$ cat src/rtl/uart_tx_arbiter.sv
// -----------------------------------------------------------------------------
// uart_tx_arbiter
//
// Round-robin arbiter that shares one uart_tx serializer between NREQ
// byte-stream requesters. A granted requester owns the UART for a whole
// message, closed by a byte flagged req_last. The arbiter drives the
// serializer's start strobe and byte directly, and paces bytes from its
// done pulse, so requesters only see a valid/ready handshake.
//
// Parameters
//   NREQ            number of requesters, 2..4
//   TIMEOUT_CYCLES  idle-grant limit in clk cycles (timeout build only), >= 2
//
// Optional feature
//   UART_ARB_TIMEOUT_EN  when defined, a grant whose owner keeps req_valid low
//                        for TIMEOUT_CYCLES cycles in SEND is revoked and
//                        timeout_stb pulses. When undefined, no counter is
//                        built and timeout_stb stays 0.
//
// Ports
//   clk          system clock
//   reset_n      asynchronous active-low reset
//   req_valid    per-requester byte valid
//   req_last     per-requester end-of-message flag for the presented byte
//   req_data     requester i byte on bits [8i+7:8i]
//   req_ready    per-requester accept (combinational)
//   grant        one-hot UART owner, zero when free
//   tx_dv        one-cycle start pulse to uart_tx.i_TX_DV
//   tx_byte      byte to uart_tx.i_TX_Byte, held until the next accept
//   tx_active    from uart_tx.o_TX_Active
//   tx_done      from uart_tx.o_TX_Done (one-cycle pulse)
//   timeout_stb  one-cycle pulse when a grant is revoked by timeout
// -----------------------------------------------------------------------------
module uart_tx_arbiter #(
  parameter int NREQ           = 2,
  parameter int TIMEOUT_CYCLES = 2000000
) (
  input  logic              clk,
  input  logic              reset_n,
  input  logic [NREQ-1:0]   req_valid,
  input  logic [NREQ-1:0]   req_last,
  input  logic [8*NREQ-1:0] req_data,
  output logic [NREQ-1:0]   req_ready,
  output logic [NREQ-1:0]   grant,
  output logic              tx_dv,
  output logic [7:0]        tx_byte,
  input  logic              tx_active,
  input  logic              tx_done,
  output logic              timeout_stb
);

  localparam int             RRW      = $clog2(NREQ);
  localparam logic [RRW:0]   NREQ_W   = (RRW+1)'(NREQ);
  localparam logic [RRW-1:0] LAST_IDX = RRW'(NREQ - 1);

  if (NREQ < 2 || NREQ > 4 || TIMEOUT_CYCLES < 2) begin : g_bad_params
    $error("uart_tx_arbiter: NREQ must be 2..4 and TIMEOUT_CYCLES at least 2");
  end

  typedef enum logic [1:0] {
    S_IDLE      = 2'd0,
    S_SEND      = 2'd1,
    S_WAIT_DONE = 2'd2
  } state_e;

  state_e          state_q, state_d;
  logic [NREQ-1:0] grant_q, grant_d;
  logic [RRW-1:0]  rr_q, rr_d;
  logic            last_q, last_d;
  logic            tx_dv_q, tx_dv_d;
  logic [7:0]      tx_byte_q, tx_byte_d;
  logic            timeout_stb_q, timeout_stb_d;

  logic [NREQ-1:0] pick_oh;
  logic            pick_found;
  logic [RRW:0]    pick_sum;
  logic [RRW-1:0]  g_idx;
  logic [RRW-1:0]  rr_after;
  logic            sel_valid;
  logic            sel_last;
  logic [7:0]      sel_data;
  logic            handshake;
  logic            to_hit;

  // Round-robin pick: first requesting index at or above rr, wrapping.
  // NOTE: every always_comb output gets a default before any branch, so no
  // path leaves a variable unassigned and no latch is inferred.
  always_comb begin
    pick_oh    = '0;
    pick_found = 1'b0;
    pick_sum   = '0;
    for (int off = 0; off < NREQ; off++) begin
      pick_sum = {1'b0, rr_q} + (RRW+1)'(off);
      if (pick_sum >= NREQ_W) pick_sum = pick_sum - NREQ_W;
      if (!pick_found && req_valid[pick_sum[RRW-1:0]]) begin
        pick_oh[pick_sum[RRW-1:0]] = 1'b1;
        pick_found                 = 1'b1;
      end
    end
  end

  // Owner index and the owner's request lines, selected by the one-hot grant.
  always_comb begin
    g_idx    = '0;
    sel_data = 8'h00;
    for (int i = 0; i < NREQ; i++) begin
      if (grant_q[i]) begin
        g_idx    = RRW'(i);
        sel_data = req_data[8*i +: 8];
      end
    end
  end

  assign sel_valid = |(req_valid & grant_q);
  assign sel_last  = |(req_last & grant_q);
  assign rr_after  = (g_idx == LAST_IDX) ? '0 : g_idx + RRW'(1);

  // The tx_active term holds off a new byte while the serializer is still
  // finishing one, including a byte left over from before a reset.
  assign req_ready = (state_q == S_SEND && !tx_active) ? grant_q : '0;
  assign handshake = (state_q == S_SEND) && !tx_active && sel_valid;

`ifdef UART_ARB_TIMEOUT_EN
  localparam int            TW      = $clog2(TIMEOUT_CYCLES + 1);
  localparam logic [TW-1:0] TO_LAST = TW'(TIMEOUT_CYCLES - 1);

  logic [TW-1:0] to_cnt_q, to_cnt_d;

  // Counts stalled SEND cycles; any valid from the owner, or leaving SEND,
  // returns it to zero. Hitting the last count revokes the grant on that edge.
  always_comb begin
    to_hit   = 1'b0;
    to_cnt_d = '0;
    if (state_q == S_SEND && !sel_valid) begin
      if (to_cnt_q == TO_LAST) to_hit = 1'b1;
      else                     to_cnt_d = to_cnt_q + TW'(1);
    end
  end

  always_ff @(posedge clk or negedge reset_n) begin
    if (!reset_n) to_cnt_q <= '0;
    else          to_cnt_q <= to_cnt_d;
  end
`else
  assign to_hit = 1'b0;
`endif

  always_comb begin
    state_d       = state_q;
    grant_d       = grant_q;
    rr_d          = rr_q;
    last_d        = last_q;
    tx_dv_d       = 1'b0;
    tx_byte_d     = tx_byte_q;
    timeout_stb_d = 1'b0;
    unique case (state_q)
      S_IDLE: begin
        if (pick_found) begin
          grant_d = pick_oh;
          state_d = S_SEND;
        end
      end
      S_SEND: begin
        if (handshake) begin
          tx_byte_d = sel_data;
          tx_dv_d   = 1'b1;
          last_d    = sel_last;
          state_d   = S_WAIT_DONE;
        end else if (to_hit) begin
          grant_d       = '0;
          rr_d          = rr_after;
          timeout_stb_d = 1'b1;
          state_d       = S_IDLE;
        end
      end
      S_WAIT_DONE: begin
        // tx_done only matters here; a pulse in any other state is ignored.
        if (tx_done) begin
          if (last_q) begin
            grant_d = '0;
            rr_d    = rr_after;
            state_d = S_IDLE;
          end else begin
            state_d = S_SEND;
          end
        end
      end
      default: state_d = S_IDLE;
    endcase
  end

  // NOTE: sequential state uses non-blocking assignments so every flop samples
  // the pre-edge values, independent of statement order.
  always_ff @(posedge clk or negedge reset_n) begin
    if (!reset_n) begin
      state_q       <= S_IDLE;
      grant_q       <= '0;
      rr_q          <= '0;
      last_q        <= 1'b0;
      tx_dv_q       <= 1'b0;
      tx_byte_q     <= 8'h00;
      timeout_stb_q <= 1'b0;
    end else begin
      state_q       <= state_d;
      grant_q       <= grant_d;
      rr_q          <= rr_d;
      last_q        <= last_d;
      tx_dv_q       <= tx_dv_d;
      tx_byte_q     <= tx_byte_d;
      timeout_stb_q <= timeout_stb_d;
    end
  end

  assign grant       = grant_q;
  assign tx_dv       = tx_dv_q;
  assign tx_byte     = tx_byte_q;
  assign timeout_stb = timeout_stb_q;

endmodule
$ cat config.mk
export PLATFORM = sky130hd
export DESIGN_NAME = uart_tx_arbiter
export DESIGN_NICKNAME = d
export VERILOG_FILES = /design/src/rtl/uart_tx_arbiter.sv
export SDC_FILE = /design/constraint.sdc
export NUM_CORES = 1
export LEC_CHECK = 0
export CORE_MARGIN = 2
export CORE_UTILIZATION = 36
export CTS_BUF_LIST = sky130_fd_sc_hd__clkbuf_16
export DETAILED_ROUTE_END_ITERATION = 16
export GPL_TIMING_DRIVEN = 0
export PLACE_DENSITY = 0.74
export SYNTH_ARGS = -nofsm -noshare
export SYNTH_HDL_FRONTEND = slang
export SYNTH_SLANG_ARGS = --single-unit
$ cat constraint.sdc
create_clock -name clk -period 1.3 [get_ports clk]
set_input_delay 0.39 -clock clk [delete_from_list [all_inputs] [get_ports clk]]
set_output_delay 0.39 -clock clk [all_outputs]
set_load 0.05 [all_outputs]
Yosys cells after proc, flatten, opt, wreduce, memory -nomap -nowiden
Cells that the tools add are included.
- register bits: 15
- output and inout port bits: 14
- logic and storage cells: 70
- $add $sub $neg: 4
- order comparisons: 6
- equal/unequal tests: 6
- muxes and demuxes: 30
- bitwise operators: 3
- reduce and logical (&&, ||, !) cells: 15
- operators by type and width (cell ; number):
    2-bit 2-to-1 mux ; 9
    8-bit 2-to-1 mux ; 2
    1-bit 2-to-1 mux ; 15
    2-bit inequality test (second input constant) ; 4
    2-bit case mux with 3 select lines ; 1
    3-bit AND reduction ; 2
    1-bit logical AND ; 5
    2-bit AND ; 2
    1-bit by 2-bit less-than comparator with 1-bit output (second input constant) ; 2
    2-bit case mux with 2 select lines ; 1
    4-bit AND reduction ; 1
    2-bit OR reduction ; 2
    1-bit by 1-bit adder with 2-bit output (second input constant) ; 1
    1-bit demux with 1-bit select ; 2
    2-bit by 1-bit equality test with 1-bit output (second input constant) ; 1
    2-bit equality test (second input constant) ; 1
    1-bit >= comparator (second input constant) ; 2
    1-bit by 2-bit >= comparator with 1-bit output (second input constant) ; 1
    2-bit >= comparator (second input constant) ; 1
    1-bit logical NOT ; 2
    2-bit logical NOT ; 1
    2-bit OR ; 1
    2-bit AND reduction ; 1
    2-bit nonzero test ; 1
    2 further kinds ; 3

Logic depth before layout (Yosys ltp)
- depth after elaboration: 11
- gate-level depth with buffers: 5
- depth with buffers taken out: 3

Worst setup path before layout
OpenSTA, ideal clock, no wires.
- kind: register to output
- from: register grant_q[0], in the netlist grant[0]
- to: output req_ready[0]
- arrival time: 1.242 ns
- required time: 0.910 ns
- path slack: -0.332 ns
- cell stages (with the launch flop): 2
- path buffers: 0
- cells stage by stage: dfrtp_1 and2_1
- word-level cells in the longest chain between the ends: 1
- ends and longest elaborated chain (what ; line ; text):
    from (decl) ; 67 ; logic [NREQ-1:0] grant_q, grant_d;
    from (signal assigned) ; 205 ; grant_q <= grant_d;
    2-bit 2-to-1 mux ; 120 ; assign req_ready = (state_q == S_SEND && !tx_active) ? grant_q : '0;
    to (decl) ; 43 ; output logic [NREQ-1:0] req_ready,
Every way passes these cells.

Worst setup path in the final report
- from: register state_q[1]
- to: output req_ready[1]
- word-level cells in the longest chain between the ends: 3
- ends and longest elaborated chain (what ; line ; text):
    from (decl) ; 66 ; state_e state_q, state_d;
    from (signal assigned) ; 204 ; state_q <= state_d;
    2-bit by 1-bit equality test with 1-bit output ; 120 ;
    1-bit logical AND ; 120 ;
    2-bit 2-to-1 mux ; 120 ;
Every way passes these cells.

==> results by group <==
STA
  • RSZ-0062 raised after global routing: true
  • Final setup fails: 12
  • Final hold viol count: 0
  • Tcrit/Tclk final: 1.24
  • Final max-slew violation count: 0
  • Post-route setup slack: -318 ps
  • Worst-Margin Slew: roughly 700 ps
  • Fin crit period: roughly 1600 ps
  • Slew headroom: 0.543
  • WHS: approximately 500 ps
  • Fmax: ~620 MHz
  • Skew final: roughly 1.5 ps

Min path
  • HP Class: reg -> reg
  • WHS Endpoint: rr_q
  • Hold wc startpoint: rr_q
  • Worst Hold Depth: 2

Clock network
  • H-tree lvl count: 1
  • CTS tree: yes
  • Clk_lat worst skew: 240 ps
  • Clock transition at path regs: 50 ps
  • Clock sinks: 15
  • Max clock buf depth: 2
  • CTS Buf Count: 3
  • CTS root buf: clkbuf_16

Placement
  • # port buffers: 36
  • Inst Count DP: about 130
  • GPL Wtd Cong: ~0.72
  • Dpl hpwl: ~1400 µm

Logic synthesis
  • Largest family of logic cells by synthesized area: compound AO/OA/AOI/OAI gates
  • Synth Register Bits: 15
  • Cell taking the most area after synthesis: dfrtp_1
  • Yosys cell types: 25
  • Post-synthesis mux area share: 0.161
  • Simple-gate share of the synthesized area: 0.149
  • Top-area cell type share of the netlist area: 0.461
  • Most common flop cell mapped by yosys: dfrtp_1
  • Ys async rst share: 1.00
  • Mean post-synth cell area: around 12 µm²
  • Cell Area, Synth: 815 µm²
  • Synth Area in XOR/XNOR: 0
  • Post-synthesis cell count: 67
  • Seq/Total Area, Yosys: 0.461
  • Synth Area in Compound Gates: 0.171
  • Ranking of synthesized cells by area: dfrtp_1 46%, mux2_4 15%, a22o_1 7.5%
  • Synth Area in Adders: 0
  • Ys Warns: 0
  • Post-Syn Nets: slightly above 90
  • EDFF count, synth: 0

Floorplan
  • Cell Rows: 17
  • Ports: 38
  • Initial core utilization: 0.375
  • Die extent in x: roughly 52 µm
  • Die area: between 2000 and 3000 µm²
  • Area of the core: between 2000 and 2500 µm²
  • Die height: about 52 µm

Cells and area
  • Finished Layout Cells: between 100 and 150
  • Most frequent cells in the layout: 20 x clkdlybuf4s50_1, 13 x dfrtp_1, 9 x mux2_4, 9 x buf_2, 8 x buf_4
  • FILL cells: around 180
  • Leading cell type in the layout, fill and taps excluded: clkdlybuf4s50_1
  • P&R area growth vs syn: 71.0%
  • Util after Layout: 0.642
  • Number of nets in the layout: roughly 140
  • ANT cells: 0
  • Fraction of layout cells with a size suffix above 1: 0.431

Critical path
  • R2R cell count: 4
  • Critical Path Fanout Max: 3
  • Setup CP Type: reg -> out
  • Critical Path Sink Type: output port
  • Register-to-Register Setup Slack: -190 ps
  • CP arrival: approximately 1200 ps
  • FF-to-FF End: tx_byte[5]
  • Critical Path Source Type: flip-flop
  • Worst path required time: slightly above 900 ps
  • Critical R2R Launch: state_q[1]

Outcome
  • Failing checks: setup timing
  • Status: finished, violations left

Detailed routing
  • Routed vias: roughly 700
  • Final WL: ~2300 µm
  • First DRT Iteration DRCs: 10
  • DR DRC count: 0
  • Vias per cell: 4.97
  • Routed Antenna Nets: 0
  • Wire length per cell: between 15 and 20 µm
  • TritonRoute pass-1 iters: 4

Pwr
  • VDD IR max: around 1200 µV
  • Total power: between 0.003 and 0.004 W
  • Leak: about 0.66 nW
  • Pwr/cell area: 2660 nW/µm²

Global route
  • Vias in the first global route: roughly 740
  • First-pass GRT wire length: 3570 µm
  • Grt total ovfl: 0
  • Largest net degree at the start of global routing: 16
  • Initial antenna violation count: 0
  • Global-route usage over all layers: 0.192

Run
  • Max-cap violations: 0
[routing by layer]
metal / vias to the layer above / track usage / routed length [µm]
li1: 342 / - / -
met5: - / 0 / 0
met1: 343 / 0.229 / 1030
met3: 4 / 0.0460 / 98
met4: 0 / 0.0789 / 37
met2: 27 / 0.331 / 1110
[kinds of logic (layout without fill, tap and decap cells)]
kind of cell    count (synthesis)  in the layout
mux                             9              9
simple gates                   20             20
buf+inv                         5             54
compound gates                 17             17
flops                          15             15
other cells                     1              1
[report_power, final]
group / internal (W) / leakage, nW / switching [W]
Clock: 0.000406 / 0.0423 / 0.000174
Combinational: 0.00108 / 0.437 / 0.00119
Sequential: 0.000685 / 0.185 / 0.000168
[worst max-delay path: stages (launching register included)]
cell     delay [ps]
dfrtp_2         420
nor3b_4         230
and2_4          190
buf_8           140
[sequential cells by signal, summed over array words and instances, names as in the netlist]
register and cells:
tx_byte 8, rr_q 1, state_q 2, grant 2
tx_dv 1, last_q 1
[cell usage after synthesis (all sizes together), types with 2 or more instances]
| cell | n |
|---|---|
| a22o | 7 |
| a22oi | 3 |
| a31oi | 2 |
| and2 | 2 |
| buf | 3 |
| clkbuf | 2 |
| dfrtp | 15 |
| mux2 | 9 |
| nand2 | 7 |
| nand2b | 2 |
| nor2b | 3 |
| nor3b | 2 |
| o21ai | 4 |
[layout make-up]
type                    count  area [µm²]  area share
plain buffers               4        53.8      0.0386
clock buffers               3        75.1      0.0539
clock inverters             1        3.75     0.00270
multi-input cells          47         428       0.307
flip-flops and latches     15         378       0.271
well taps                  28        35.0      0.0252
repair buffers             46         419       0.301
[what timing repair did]
| action | in CTS | in global routing |
|---|---|---|
| resized for setup | 93 | 4 |
| setup endpoints to repair | 23 | 15 |
| pin swaps | 4 | 3 |
| gates cloned | 1 | 0 |
| endpoints found under the hold margin | 0 | 0 |
| setup buffers | 9 | 2 |
| hold buffers | 0 | 0 |
[metrics by stage]
stage               TNS (ps)  instance area (µm²)  worst slack [ps]
floorplan               -920                  828             -96.3
global placement      -11540                 1220             -1130
detailed placement    -11180                 1220             -1110
CTS                    -2450                 1420              -288
global route           -2810                 1390              -363
finish                 -2240                 1390              -318
[worst max-delay path by stage]
| stage | start | endpoint | slack, ps | cells after the start |
|---|---|---|---|---|
| 4_1_cts | state_q[1] | req_ready[0] | -290 | 3 |
| 2_1_floorplan | grant[0] | last_q | -100 | 4 |
| 3_5_place_dp | tx_active | req_ready[0] | -1110 | 4 |
| 6_report | state_q[1] | req_ready[1] | -320 | 3 |
| 3_3_place_gp | tx_active | req_ready[0] | -1130 | 4 |
| 5_1_grt | state_q[1] | req_ready[1] | -360 | 3 |
Note: power is estimated with default switching activity, not from simulation.
==> patch 1 (config.mk and constraints unchanged) <==
Encoding of `state_e`: now one-hot (3 bits for 3 states).
--- a/src/rtl/uart_tx_arbiter.sv
+++ b/src/rtl/uart_tx_arbiter.sv
@@ -58,8 +58,8 @@
   end
 
-  typedef enum logic [1:0] {
-    S_IDLE      = 2'd0,
-    S_SEND      = 2'd1,
-    S_WAIT_DONE = 2'd2
+  typedef enum logic [2:0] {
+    S_IDLE      = 3'b001,
+    S_SEND      = 3'b010,
+    S_WAIT_DONE = 3'b100
   } state_e;
 
Check against the original RTL: same outputs for any inputs over 10 cycles, from zero or initial values and one cycle with reset_n low; not proved beyond that.
==> patch 1 against the unedited design <==
  * The run still ends with negative setup slack left
  * Power grew 5.5%
  * Worst hold slack gained 0.020 ns
  * Clock skew shrank 0.00053 ns
  * Final area grew 11%
  * Sequential cell count grew 1
  * Setup slack lost 0.0071 ns
  * Area after synthesis grew 1.2%
  * Routed wire length grew 16%
  * Largest cell class unchanged
  * Largest power group unchanged
  * Highest routed layer unchanged
==> patch 1: results (changes against the unedited design) <==
Placement:
- The cell area after placement was 1240 um^2 (+1.7%).
- The cell count after placement is 152 (+16%).
- The detailed placement HPWL is 1570 um (+13%).
- The final estimated routing congestion in global placement is 0.760 (+5.2%).

Final layout:
- The flip-flop count of the largest register after layout came to 8 (unchanged).
- The layout net count came to 170 (+21%).
- The layout cell share with drive strength beyond 1 is 0.421 (-0.0103).
- The number of non-filler instances in the completed layout is 173 (+20%).

Detailed routing:
- The DRC marker count from the first detailed-route iteration came to 18 (+8).
- The total number of vias came to 918 (+28%).
- The post-detailed-route wirelength per cell is 15.3 um (-3.0%).

Synthesis:
- Ranked by total cell area, the synthesized netlist is headed by sky130_fd_sc_hd__dfrtp_1 (46%), sky130_fd_sc_hd__a21oi_1 (9.1%), sky130_fd_sc_hd__a22oi_1 (8.2%), sky130_fd_sc_hd__nor2_1 (6.4%), sky130_fd_sc_hd__buf_4 (3.6%).
- The number of nets produced by synthesis is 112 (+23%).
- Sorting the synthesized cells by how often they occur yields sky130_fd_sc_hd__a21oi_1 (15), sky130_fd_sc_hd__dfrtp_1 (15), sky130_fd_sc_hd__nor2_1 (14).
- The sequential fraction of the synthesis area is 0.487 (+0.0263).
- The number of distinct library cells after synthesis is 26 (+4.0%).
- The mean instance size in the synthesized netlist is 9.37 um^2 (-23%).

GRT:
- The via count of the first global-routing pass is 889 (+20%).
- The maximum number of pins on one net before global-route repair is 17 (+1).
- The global-route usage over all layers is 0.199 (+0.00701).
- The global-route wire length before repair is 3940 um (+10%).

Hold path:
- The endpoint of the worst hold-timing path is tx_byte[7].
- The startpoint identified for the worst hold timing path is tx_byte[7].
- The tightest min-delay check is of the reg -> reg type.

Timing:
- The measured slew at the worst slew-check pin was 0.715 ns (+0.0312 ns).
- The worst clock skew was 0.000947 ns (-0.000534 ns).
- The final setup violation count is 17 (+5).
- The sum of negative setup slack was -2.42 ns (-0.183 ns).
- The worst setup slack after layout is -0.325 ns (-0.00711 ns).

CTS:
- The TritonCTS buffer count is 3 (unchanged).

Critical path:
- The maximum fanout along the worst path was 2 (-1).
- The worst reg2reg path startpoint is state_q[0].
- The worst reg2reg path endpoint is state_q[1].
- The slack of the worst reg-to-reg path was -0.25 ns (-0.06 ns).
- The stage delay of the slowest cell on the critical path is 0.40 ns (-0.02 ns).

Status:
- The checks that failed: negative setup slack.
- The flow ran to the end, but the final reports show violations.

Power and ir drop:
- The worst IR drop on VDD is 1.76 mV (+43%).
- The static power due to leakage is 0.658 nW (-0.84%).
## patch 1: cell types whose count changed in the layout (fill, tap and decap cells not counted), moves of 3 or more
cell                      delta
sky130_fd_sc_hd__a21oi_1    +11
sky130_fd_sc_hd__a22oi_1     +7
sky130_fd_sc_hd__nor2_1     +14
sky130_fd_sc_hd__nand2_1     -3
sky130_fd_sc_hd__mux2_4      -8
sky130_fd_sc_hd__buf_4       +5
sky130_fd_sc_hd__a21oi_2     +3
sky130_fd_sc_hd__buf_6       +3
sky130_fd_sc_hd__a22o_1      -7
## patch 1: kinds of logic (layout without fill, tap and decap cells)
kind of cell,count (synthesis),after routing,share of synthesized area
muxes,1,1,0.0182
buffers and inverters,8,65,0.0561
other,1,1,0.00455
AOI/OAI and AO/OA,31,31,0.228
DFF,16,16,0.487
and+or+nand+nor,31,31,0.206
## patch 1: power by group
group	leakage (nW)	internal, mW	switching, mW
Clock	0.0385	0.408	0.190
Sequential	0.188	0.744	0.201
Combinational	0.432	1.01	1.35
## patch 1: worst max-delay path by stage
stage	start	to	depth (start not counted)
after floorplan	state_q[0]	state_q[1]	5
after global placement	tx_active	req_ready[1]	4
after detailed placement	tx_active	req_ready[0]	4
after CTS	state_q[2]	req_ready[0]	4
after global routing	state_q[2]	req_ready[0]	4
final	state_q[2]	req_ready[0]	4
## patch 1: what timing repair did
| item | in CTS | in global routing |
|---|---|---|
| gates resized for setup | 97 | 13 |
| setup buffers | 9 | 8 |
| pin swaps | 8 | 4 |
| setup endpoints to repair | 28 | 20 |
| gates cloned | 1 | 1 |
| hold buffers | 0 | 0 |
## patch 1: per-layer routing
| layer | vias up | share of wire | global-route usage |
|---|---|---|---|
| li1 | 421 | - | - |
| met1 | 457 | 0.42 | 0.233 |
| met2 | 34 | 0.51 | 0.333 |
| met3 | 6 | 0.046 | 0.0345 |
| met4 | 0 | 0.020 | 0.127 |
| met5 | - | 0 | 0 |
## patch 1: critical path, delay by kind of cell (launching register included)
family,cells,cell delay (ns)
flip-flops,1,0.40
AND/OR/NAND/NOR,3,0.45
buffers and inverters,1,0.14
## patch 1: cell type report
class                           count  area, um^2  share of cell area
Inverter                            1        3.75             0.00244
Multi-Input combinational cell     64         454               0.295
Timing Repair Buffer               54         507               0.329
Buffer                              6        56.3              0.0365
Clock inverter                      1        3.75             0.00244
Sequential cell                    16         407               0.264
Clock buffer                        3        75.1              0.0487
Tap cell                           28        35.0              0.0227
## patch 1: through the flow
stage	power, mW	setup slack, ns	hold slack, ns
floorplan	2.26	-0.216	0.0944
global placement	2.82	-1.20	0.479
detailed placement	2.86	-1.22	0.486
CTS	3.62	-0.394	0.522
global route	4.11	-0.363	0.555
finish	3.91	-0.325	0.515
==> patch 2 (config.mk and constraints unchanged) <==
Made on the original files. Build with the macro `UART_ARB_TIMEOUT_EN` defined.
--- a/src/rtl/uart_tx_arbiter.sv
+++ b/src/rtl/uart_tx_arbiter.sv
@@ -32,4 +32,6 @@
 //   timeout_stb  one-cycle pulse when a grant is revoked by timeout
 // -----------------------------------------------------------------------------
+`define UART_ARB_TIMEOUT_EN
+
 module uart_tx_arbiter #(
   parameter int NREQ           = 2,
Behaviour: no difference found for any inputs over 10 cycles, from zero or initial values and one cycle with reset_n low; that may be too few to reach the edited logic, so the function may still have changed.
==> patch 2 against the unedited design <==
  * Final area rose by 120%
  * Area after synthesis up 140%
  * Largest power group unchanged
  * Setup slack worse by 0.19 ns
  * Via count rose by 130%
  * Critical path depth grew 2
  * Power rose by 76%
  * The flow still finishes with violations (negative setup slack)
  * Sequential cell count is 22 higher
  * Highest routed layer unchanged
  * Routed wire length rose by 130%
==> patch 2: results (changes against the unedited design) <==
Placement:
- The final estimated routing congestion in global placement is 0.790 (+9.5%).
- The cell count after placement is 297 (+130%).

Final layout:
- The layout net count came to 288 (+100%).
- The sequential cell area is 932 um^2 (+150%).
- The count of buffers not belonging to the clock network in the layout is 68 (+36%).
- The flip-flop count of the largest register after layout came to 21 (+13).
- The portion of the layout cell area used by clock cells was 0.0624 (+0.00579).
- The fill cell total of the finished layout was 427 (+140%).
- The number of non-filler instances in the completed layout is 330 (+130%).
- The number of multi-input combinational cells in the layout is 137 (+190%).
- The non-clock buffer contribution to total cell area came to 0.214 (-0.126).
- The area used by multi-input combinational logic is 1150 um^2 (+170%).

Synthesis:
- The post-synthesis share of cell area spent on xor and xnor gates is 0.0821 (+0.0821).
- The fraction of synthesized cell area taken by the top area cell type is 0.482 (+0.0216).
- The mux cell area share after synthesis is 0.0183 (-0.143).
- The number of distinct library cells after synthesis is 43 (+72%).
- The sequential fraction of the synthesis area is 0.482 (+0.0216).
- Ranked by total cell area, the synthesized netlist is headed by sky130_fd_sc_hd__dfrtp_1 (48%), sky130_fd_sc_hd__nor2_1 (6.5%), sky130_fd_sc_hd__xnor2_1 (4.1%), sky130_fd_sc_hd__xor2_1 (4.1%), sky130_fd_sc_hd__a22oi_1 (3.9%).
- The post-synthesis adder-cell area fraction is 0.0326 (+0.0326).
- The number of nets produced by synthesis is 219 (+140%).
- Ranked by instance count, the synthesized netlist is headed by sky130_fd_sc_hd__dfrtp_1 (37), sky130_fd_sc_hd__nor2_1 (33), sky130_fd_sc_hd__nand2_1 (11).

Critical path:
- The critical path data arrival time came to 1.97 ns (+0.74 ns).
- The endpoint of the most critical setup path is grant[0].
- The maximum fanout along the worst path is 2 (-1).
- The depth of the worst register-to-register path is 5 (+1).
- The critical path in this run is classified as reg -> reg.

Timing:
- The worst setup slack after layout is -0.504 ns (-0.187 ns).
- The measured slew at the worst slew-check pin came to 0.836 ns (+0.153 ns).
- The worst clock skew is 0.00625 ns (+0.00477 ns).
- The final setup violation count is 37 (+25).

Power and ir drop:
- The clock network power is 1.56 mW (+170%).
- The worst IR drop on VDD is 1.07 mV (-12%).
- The power attributed to sequential cells is 1.68 mW (+97%).

CTS:
- The TritonCTS buffer count was 5 (+2).
- The H-tree depth is 2 (+1).
- The clock latency at the later pin of the worst-skew pair is 0.28 ns (+0.04 ns).

GRT:
- The met1 track demand over resource is 0.213 (-0.0156).
- The global-route wire length before repair is 8330 um (+130%).
- The global-route usage over all layers is 0.179 (-0.0135).
- The maximum number of pins on one net before global-route repair is 38 (+22).

Detailed routing:
- The via count normalized by instance count is 5.00 (+0.56%).
- The post-detailed-route wirelength per cell came to 16.2 um (+2.4%).

Status:
- The run finished, with violations left.
- The final reports fail on negative setup slack.
-- patch 2: changes by cell type in the layout (fill, tap and decap cells not counted), sizes merged, moves of 5 or more --
cell | before | now
a21oi | 0 | 10
a22o | 7 | 1
a22oi | 3 | 10
buf | 25 | 42
dfrtp | 15 | 37
ha | 0 | 5
inv | 1 | 10
mux2 | 9 | 1
nand3 | 0 | 6
nand4 | 0 | 5
nor2 | 1 | 33
xnor2 | 0 | 9
xor2 | 0 | 9
-- patch 2: what timing repair did --
action,CTS,global route
buffers inserted,14,8
resized for setup,128,27
gates cloned,3,0
pin swaps,11,4
hold endpoints to repair,0,0
endpoints found under the setup margin,50,45
-- patch 2: how the worst min path moves through the flow --
stage                    to   startpoint  cells past startpoint  slack, ns
2_1_floorplan      grant[0]      reset_n                      0       0.09
3_3_place_gp    to_cnt_q[0]  to_cnt_q[0]                      1       0.48
3_5_place_dp    to_cnt_q[0]  to_cnt_q[0]                      1       0.49
4_1_cts         to_cnt_q[7]      reset_n                      1       0.24
5_1_grt         to_cnt_q[7]      reset_n                      1       0.28
6_report       to_cnt_q[12]      reset_n                      1       0.21
-- patch 2: metrics by stage --
stage	utilization	cell area [um^2]
after detailed placement	0.475	2440
after floorplan	-	1990
final	0.593	3050
after CTS	0.561	2880
after global placement	0.476	2450
after global routing	0.593	3050
-- patch 2: cells by family after synthesis --
logic type,after synthesis
buffers and inverters,16
adders and majority gates,5
DFF,37
AOI/OAI and AO/OA,32
muxes,3
xor gates and xnor gates,18
and+or+nand+nor,79
-- patch 2: routing by layer --
metal  vias to the layer above  part of all wire
li1                        801                 -
met1                       800              0.43
met2                        40              0.52
met3                         9             0.045
met4                         0             0.012
met5                         -                 0
